## src/rtl/mdu_execute.sv

```systemverilog
// Iterative RV32M multiply/divide execute unit: one bit per cycle, fixed 34-cycle
// occupancy, single register-file write-back. Define MDU_DIV_EN to build the divider.
module mdu_execute #(
  parameter int XLEN  = 32,
  parameter int CNT_W = 5
) (
  input  logic            clk,
  input  logic            rst,
  input  logic            in_valid,
  output logic            in_ready,
  input  logic [2:0]      op,
  input  logic [XLEN-1:0] rs1_val,
  input  logic [XLEN-1:0] rs2_val,
  input  logic [4:0]      rd,
  output logic            busy,
  output logic            wb_we,
  output logic [4:0]      wb_addr,
  output logic [XLEN-1:0] wb_data,
  output logic            err
);

  localparam logic [2:0] OP_MULH   = 3'd1;
  localparam logic [2:0] OP_MULHSU = 3'd2;
  localparam logic [2:0] OP_DIV    = 3'd4;
  localparam logic [2:0] OP_REM    = 3'd6;

  typedef enum logic [1:0] {
    S_IDLE,
    S_CALC,
    S_DONE
  } state_t;

  state_t              state, state_nxt;
  logic [CNT_W-1:0]    cnt;
  logic [2:0]          op_q;
  logic [4:0]          rd_q;
  logic                a_neg, b_neg;
  logic [XLEN-1:0]     b_mag;
  // Shared shift register: {acc_hi, acc_lo} is {partial product, multiplier}
  // for multiplies and {partial remainder, dividend/quotient} for divides.
  logic [2*XLEN-1:0]   acc;

  logic                accept, last;
  logic                cap_a_neg, cap_b_neg;
  logic [XLEN-1:0]     a_mag_in, b_mag_in;

  logic [XLEN:0]       mul_sum;
  logic [2*XLEN-1:0]   mul_step, prod;
  logic [XLEN-1:0]     mul_res;

  logic [2*XLEN-1:0]   acc_step;
  logic [XLEN-1:0]     result;
  logic                res_upd, res_we, res_err;

`ifdef MDU_DIV_EN
  logic                div_zero;
  logic [XLEN:0]       div_shift;
  logic [XLEN-1:0]     div_diff;
  logic                div_ge;
  logic [2*XLEN-1:0]   div_step;
  logic [XLEN-1:0]     quo_res, rem_res, div_res;
`endif

  assign in_ready = (state == S_IDLE);
  assign busy     = (state != S_IDLE);
  assign accept   = in_valid & in_ready;
  assign last     = (state == S_CALC) && (cnt == CNT_W'(XLEN - 1));

  // Operand signs only matter for the signed flavours; unsigned ops use raw values.
  assign cap_a_neg = (op inside {OP_MULH, OP_MULHSU, OP_DIV, OP_REM}) & rs1_val[XLEN-1];
  assign cap_b_neg = (op inside {OP_MULH, OP_DIV, OP_REM}) & rs2_val[XLEN-1];
  assign a_mag_in  = cap_a_neg ? -rs1_val : rs1_val;
  assign b_mag_in  = cap_b_neg ? -rs2_val : rs2_val;

  always_ff @(posedge clk or negedge rst) begin
    // NOTE: sequential state uses non-blocking assignments so every flop samples
    // pre-edge values regardless of statement order.
    if (!rst) state <= S_IDLE;
    else      state <= state_nxt;
  end

  always_comb begin
    // NOTE: default first so no path through the case leaves state_nxt unassigned
    // (which would infer a latch).
    state_nxt = state;
    case (state)
      S_IDLE:  if (in_valid) state_nxt = S_CALC;
      S_CALC:  if (last)     state_nxt = S_DONE;
      S_DONE:                state_nxt = S_IDLE;
      default:               state_nxt = S_IDLE;
    endcase
  end

  // Shift-add: add multiplicand when the multiplier LSB is set, then shift right.
  always_comb begin
    mul_sum  = {1'b0, acc[2*XLEN-1:XLEN]} + (acc[0] ? {1'b0, b_mag} : '0);
    mul_step = {mul_sum, acc[XLEN-1:1]};
    prod     = (a_neg ^ b_neg) ? -mul_step : mul_step;
    mul_res  = (op_q[1:0] == 2'b00) ? prod[XLEN-1:0] : prod[2*XLEN-1:XLEN];
  end

`ifdef MDU_DIV_EN
  // Restoring divide: shift the next dividend bit in, subtract when it fits.
  always_comb begin
    div_shift = acc[2*XLEN-1:XLEN-1];
    div_ge    = div_shift >= {1'b0, b_mag};
    div_diff  = div_shift[XLEN-1:0] - b_mag;
    div_step  = {(div_ge ? div_diff : div_shift[XLEN-1:0]), acc[XLEN-2:0], div_ge};
    // Divide-by-zero quotient is all ones regardless of sign; the remainder
    // naturally comes out as the dividend.
    quo_res   = div_zero ? '1 :
                ((a_neg ^ b_neg) ? -div_step[XLEN-1:0] : div_step[XLEN-1:0]);
    rem_res   = a_neg ? -div_step[2*XLEN-1:XLEN] : div_step[2*XLEN-1:XLEN];
    div_res   = op_q[1] ? rem_res : quo_res;
    acc_step  = op_q[2] ? div_step : mul_step;
    result    = op_q[2] ? div_res : mul_res;
    res_upd   = 1'b1;
    res_we    = (rd_q != 5'd0);
    res_err   = 1'b0;
  end
`else
  // Divide ops still run the full sequence on the multiply datapath, but their
  // result is discarded and flagged through err instead of being written back.
  always_comb begin
    acc_step = mul_step;
    result   = mul_res;
    res_upd  = ~op_q[2];
    res_we   = (rd_q != 5'd0) & ~op_q[2];
    res_err  = op_q[2];
  end
`endif

  always_ff @(posedge clk or negedge rst) begin
    if (!rst) begin
      cnt     <= '0;
      op_q    <= '0;
      rd_q    <= '0;
      a_neg   <= 1'b0;
      b_neg   <= 1'b0;
      b_mag   <= '0;
      acc     <= '0;
`ifdef MDU_DIV_EN
      div_zero <= 1'b0;
`endif
      wb_we   <= 1'b0;
      wb_addr <= '0;
      wb_data <= '0;
      err     <= 1'b0;
    end else if (accept) begin
      cnt     <= '0;
      op_q    <= op;
      rd_q    <= rd;
      a_neg   <= cap_a_neg;
      b_neg   <= cap_b_neg;
      b_mag   <= b_mag_in;
      acc     <= {{XLEN{1'b0}}, a_mag_in};
`ifdef MDU_DIV_EN
      div_zero <= (rs2_val == '0);
`endif
    end else if (state == S_CALC) begin
      cnt <= cnt + 1'b1;
      acc <= acc_step;
      if (last) begin
        if (res_upd) wb_data <= result;
        wb_addr <= rd_q;
        wb_we   <= res_we;
        err     <= res_err;
      end
    end else if (state == S_DONE) begin
      wb_we <= 1'b0;
      err   <= 1'b0;
    end
  end

endmodule

```

## config.mk

```make
export PLATFORM = sky130hd
export DESIGN_NAME = mdu_execute
export DESIGN_NICKNAME = d
export VERILOG_FILES = /design/src/rtl/mdu_execute.sv
export SDC_FILE = /design/constraint.sdc
export NUM_CORES = 1
export LEC_CHECK = 0
export BUFFER_PORTS_ARGS = -buffer_cell sky130_fd_sc_hd__buf_2
export CAP_MARGIN = 30
export CORE_MARGIN = 3
export CORE_UTILIZATION = 55
export CTS_CLUSTER_SIZE = 40
export DETAILED_ROUTE_END_ITERATION = 10
export PLACE_DENSITY = 0.73
export SKIP_LAST_GASP = 1
export SLEW_MARGIN = 20
export SYNTH_ARGS = -nofsm -noshare
export SYNTH_HDL_FRONTEND = slang
export SYNTH_SLANG_ARGS = --single-unit
```

## constraint.sdc

```tcl
create_clock -name clk -period 6.8 [get_ports clk]
set_input_delay 2.04 -clock clk [delete_from_list [all_inputs] [get_ports clk]]
set_output_delay 2.04 -clock clk [all_outputs]
set_load 0.05 [all_outputs]
```

=== Yosys cells after proc, flatten, opt, wreduce, memory -nomap -nowiden ===
Index checks and enable logic that the tools add are counted.

* $add $sub $neg: 5
* Equality and inequality tests: 9
* Muxes and demuxes: 17
* Bitwise logic cells: 7
* Reductions and logical operators: 13

{| class="wikitable"
|+ Operators by type and width
! operator !! count
|-
| 64-bit two-way mux || 3
|-
| 32-bit two-way mux || 4
|-
| 32-bit negation || 2
|-
| 64-bit negation || 1
|-
| 32-bit by 32-bit adder with 33-bit output || 1
|-
| 5-bit two-way mux || 2
|-
| 3-bit equality test (second input constant) || 2
|-
| 3-bit AND reduction || 2
|-
| 2-bit nonzero test || 3
|-
| 5-bit by 1-bit adder with 5-bit output (second input constant) || 1
|-
| 5-bit equality test (second input constant) || 1
|-
| 1-bit two-way mux || 5
|-
| 5-bit nonzero test || 1
|-
| 1-bit AND || 4
|-
| 2-bit logical NOT || 2
|-
| 2-bit two-way mux || 2
|-
| 2-bit inequality test (second input constant) || 2
|-
| 2-bit one-hot mux with 2 select lines || 1
|-
| 4-bit AND reduction || 1
|-
| 4-bit nonzero test || 1
|-
| 3-bit by 1-bit equality test with 1-bit output (second input constant) || 1
|-
| 3-bit by 2-bit equality test with 1-bit output (second input constant) || 1
|-
| 3-bit nonzero test || 1
|-
| 2-bit by 1-bit equality test with 1-bit output (second input constant) || 1
|-
| 5 further kinds || 6
|}

* Register bits after elaboration: 152
* Bits of input ports: 75
* Output and inout bits: 41

=== Logic depth before layout (Yosys ltp) ===
* Depth in word-level cells: 5
* Gate-level depth with buffers: 15
* Mapped depth without buffers: 13

=== Worst setup path before layout ===
OpenSTA, ideal clock, no wires.

* Path kind: input-to-reg
* Start point: input rs1_val[5]
* End point: register acc[29]
* Arrival: 4.070 ns
* Required time: 6.717 ns
* Setup slack: 2.648 ns
* Stages: 9
* Path buffers: 0
* Path through: nor4_1 and3_1 nand2_1 nor4_1 nand2_1 o41ai_1 xnor2_1 nand2_1 o21ai_0

* Longest elaborated chain between the ends: 3

{| class="wikitable"
|+ RTL lines
! item !! line !! RTL
|-
| from (decl) || 12 || <nowiki>input logic [XLEN-1:0] rs1_val,</nowiki>
|-
| 32-bit negation || 72 || <nowiki>assign a_mag_in = cap_a_neg ? -rs1_val : rs1_val;</nowiki>
|-
| 32-bit two-way mux || 72 ||
|-
| 64-bit two-way mux || 149 || <nowiki>end else if (accept) begin</nowiki>
|-
| to (signal assigned) || 156 || <nowiki>acc <= {{XLEN{1'b0}}, a_mag_in};</nowiki>
|-
| to (signal assigned) || 162 || <nowiki>acc <= acc_step;</nowiki>
|-
| to (decl) || 41 || <nowiki>logic [2*XLEN-1:0] acc;</nowiki>
|}

No other way between the ends.
A chain may end at the register's enable or synchronous reset.

=== Worst setup path in the final report ===
* Start point: register acc[0]
* End point: register wb_data[20]

* Longest elaborated chain between the ends: 5

{| class="wikitable"
|+ RTL lines
! item !! line !! RTL
|-
| 32-bit two-way mux * || 96 || <nowiki>mul_sum = {1'b0, acc[2*XLEN-1:XLEN]} + (acc[0] ? {1'b0, b_mag} : '0);</nowiki>
|-
| 32-bit by 32-bit adder with 33-bit output * || 96 ||
|-
| 64-bit negation || 98 || <nowiki>prod = (a_neg ^ b_neg) ? -mul_step : mul_step;</nowiki>
|-
| 64-bit two-way mux * || 98 ||
|-
| 32-bit two-way mux * || 99 || <nowiki>mul_res = (op_q[1:0] == 2'b00) ? prod[XLEN-1:0] : prod[2*XLEN-1:XLEN];</nowiki>
|-
| to (signal assigned) || 164 || <nowiki>if (res_upd) wb_data <= result;</nowiki>
|-
| to (decl) || 18 || <nowiki>output logic [XLEN-1:0] wb_data,</nowiki>
|}

Mark *: on every way between the ends. The rest lies on a longest branch, timed or not.

==> summary.md <==
| Metric | Value |
|---|---|
| Largest net degree at the start of global routing | 76 |
| Status | finished, final reports clean |
| Final GP Congestion | 0.903 |
| GRT Total Usage | 27.2% |
| H-Tree Depth | 4 |
| Critical Path End Type | register |
| Max Clock Freq | 220 MHz |
| Final #Nets | 1,587 |
| Antenna Cells | 0 |
| Final cell area excluding filler cells | 12,800 um^2 |
| Arrival time at the worst endpoint | 4.85 ns |
| Drt first pass iters | 6 |
| ANT nets after route | 0 |
| Number of global-route vias before repair | 9,658 |
| Worst Hold Class | register to register |
| Hold depth | 2 |
| Worst Hold Endpoint | b_mag[13]$_DFFE_PN0P_ |
| Worst-case clock skew | 0.0171 ns |
| Hold wc startpoint | b_mag[13]$_DFFE_PN0P_ |
| Leakage | 5.79 nW |
| Sequential share of the synthesized area | 33.1% |
| Critical path fanouts, max | 33 |
| Util after Layout | 63.0% |
| # IOs | 116 |
| Slew Viols, Final | 0 |
| CP top delay family | simple AND/OR/NAND/NOR gates |
| P&R area growth vs syn | 11.5% |
| Post-synth top area share | 33.1% |
| Yosys reg bits | 152 |
| R2R depth | 13 |
| Worst IR Drop VDD | 0.244 mV |
| Post-synthesis cell count | 1,405 |
| CP bufs+invs | 0 |
| Initial Utilization | 56.5% |
| Die width | 151 um |
| Die area | 22,700 um^2 |
| Max Cap Viol | 0 |
| First-pass GRT wire length | 49,600 um |
| RSZ-0062 raised after global routing | no |
| Setup slack at placement | 2.05 ns |
| Synth area leader | dfrtp_1 |
| CP max stage delay | 0.66 ns |
| Top sig layer | met4 |
| Synth cell types | 74 |
| Clock tree buffer depth | 2 |
| Tmin final | 4.55 ns |
| Syn_area_per_cell | 8.19 um^2 |
| Hold_buf cts | 0 |
| Total gr overflow | 0 |
| Die extent in y | 151 um |
| Period Utilization, post-route | 66.9% |
| Setup Viol. Count Final | 0 |
| Critical path type | register to register |
| Final WL | 30,200 um |
| DRC Markers | 0 |
| Met1 WL | 14,600 um |
| Post-DP HPWL | 23,100 um |
| Routed len/inst | 17.2 um |
| R2r setup slk | 2.25 ns |
| Most numerous cell in the Yosys netlist | nand2_1 |
| Syn_nets | 1,520 |
| Setup Fix Bufs, Post-CTS | 0 |
| Clk sink count | 152 |
| Clock Latency Late Sink | 0.44 ns |
| TritonCTS clock tree | built |
| Met3 wire length | 1980 um |
| Worst slew pin tran | 0.880 ns |
| Startpoint types | register |
| Met2 wire length | 13,200 um |
| Initial antenna violation count | 0 |
| PnR worst setup slack | 2.25 ns |
| Post_cts resized | 0 |
| CP max-delay cell | or4b_1 |
| Hold Fails Final Rpt | 0 |
| I/O Buffers | 115 |
| Share of layout cells above drive strength 1 | 13.0% |
| Vias | 10.5k |
| Rel. slew slack | 40.8% |
| Vias per cell | 5.97 |
| Clock transition at path regs | 0.07 ns |
| R2R Path End | wb_data[20]$_DFFE_PN0P_ |
| Worst EP required | 7.10 ns |
| Placed inst area | 12,300 um^2 |
| Critical-path cell list | and2_1, ha_1, fa_1, a21o_1, a21oi_1, xnor2_1, or4b_1, or4_1, nor3_1, nand4_1, and3_1, o31ai_1, nand2_1 |
| Synth area leaders | dfrtp_1 (33%), nand2_1 (6.6%), o21ai_0 (6.6%), mux2i_1 (5.7%), xnor2_1 (5.5%) |
| Synthesized cell area | 11,500 um^2 |
| Initial drt markers | 674 |
| Floorplan Core Area | 20,400 um^2 |
| Row cnt | 52 |
| YS warnings | 0 |
| Synth top cells by count | nand2_1 (202), dfrtp_1 (152), o21ai_0 (151), nor2_1 (107), a21oi_1 (80) |
| RR Startpoint | acc[0]$_DFFE_PN0P_ |
| Post-synth ARST share | 100% |
| Pwr/cell area | 463 nW/um^2 |
| Clock root buffer | clkbuf_16 |
| Setup_tns | 0 ns |
| Fill count | 1,785 |
| Ys flop type | dfrtp_1 |
| CTS Buf Count | 17 |
| Number of synthesized flops with an enable pin | 0 |
==> power by group <==
| part | leakage [nW] | total (mW) | switching [mW] | internal (mW) |
|---|---|---|---|---|
| registers | 1.97 | 1.51 | 0.306 | 1.20 |
| clock network | 0.278 | 0.930 | 0.442 | 0.488 |
| logic | 3.54 | 3.50 | 2.20 | 1.30 |
==> cell type report <==
class                      instances  area (um^2)  area share [%]
sequential                       152         3800            29.6
clock buffer                      17          425            3.32
inverter                          26         97.6           0.761
tap                              270          338            2.63
multi-input combinational       1151         7350            57.3
timing repair buffer             124          672            5.24
clock inverter                    15          145            1.13
==> worst min-delay path: stages (launching register included) <==
cell and delay [ns]:
dfrtp_1 0.34, nand2_1 0.05, o21ai_0 0.06
==> layout by cell type (no fill, tap or decap), types with 10 or more instances in the layout <==
cell type	synthesis	routed
nand2_1	202	201
dfrtp_1	152	152
o21ai_0	151	151
buf_2	5	114
nor2_1	107	106
a21oi_1	80	80
xnor2_1	72	71
mux2i_1	65	65
xor2_1	64	63
and2_1	53	52
ha_1	39	38
nor3_1	27	27
inv_1	26	26
nand3_1	24	24
o31ai_1	21	21
or3_1	18	18
nand2b_1	18	17
clkbuf_16	0	17
a31oi_1	15	15
nor4_1	15	15
nand4_1	14	14
and3_1	13	13
a21o_1	10	10
o41ai_1	10	10
==> layer usage <==
| layer | up-vias | GRT usage, % |
|---|---|---|
| met5 | - | 0 |
| met4 | 0 | 6.57 |
| met3 | 40 | 4.91 |
| met2 | 328 | 40.3 |
| met1 | 4966 | 41.1 |
| li1 | 5150 | - |
==> flip-flops by register name (all words and copies together), names as in the netlist <==
signal   cells
acc         64
cnt          5
wb_addr      5
b_mag       32
b_neg        1
a_neg        1
op_q         3
state        2
rd_q         5
wb_we        1
wb_data     32
err          1
==> metrics by stage <==
| stage | hold WS, ns | power, mW | instances |
|---|---|---|---|
| 4_1_cts | 0.480 | 5.90 | 1754 |
| 3_3_place_gp | 0.456 | 4.87 | 1720 |
| 2_1_floorplan | 0.438 | 4.02 | 1405 |
| 3_5_place_dp | 0.463 | 4.95 | 1722 |
| 6_report | 0.474 | 5.94 | 1755 |
| 5_1_grt | 0.488 | 6.39 | 1755 |
==> cells by family (layout without fill, tap and decap cells) <==
logic type	Yosys count	in the layout	share of synthesized area (%)
and+or+nand+nor	532	532	22.3
AOI/OAI and AO/OA	372	372	20.1
DFF	152	152	33.1
xor gates and xnor gates	136	136	10.4
buffers and inverters	102	182	3.51
muxes	71	71	6.24
adders and majority gates	40	40	4.41
==> worst max path at each step <==
stage	startpoint	slack, ns	to	depth (start not counted)
CTS	acc[0]$_DFFE_PN0P_	2.28	wb_data[20]$_DFFE_PN0P_	13
global placement	rs1_val[3]	2.10	acc[29]$_DFFE_PN0P_	10
finish	acc[0]$_DFFE_PN0P_	2.25	wb_data[20]$_DFFE_PN0P_	13
detailed placement	in_valid	2.05	wb_data[28]$_DFFE_PN0P_	9
global route	acc[0]$_DFFE_PN0P_	1.87	wb_data[29]$_DFFE_PN0P_	12
floorplan	rs1_val[5]	2.65	acc[29]$_DFFE_PN0P_	9
Note: power is estimated with default switching activity, not from simulation.
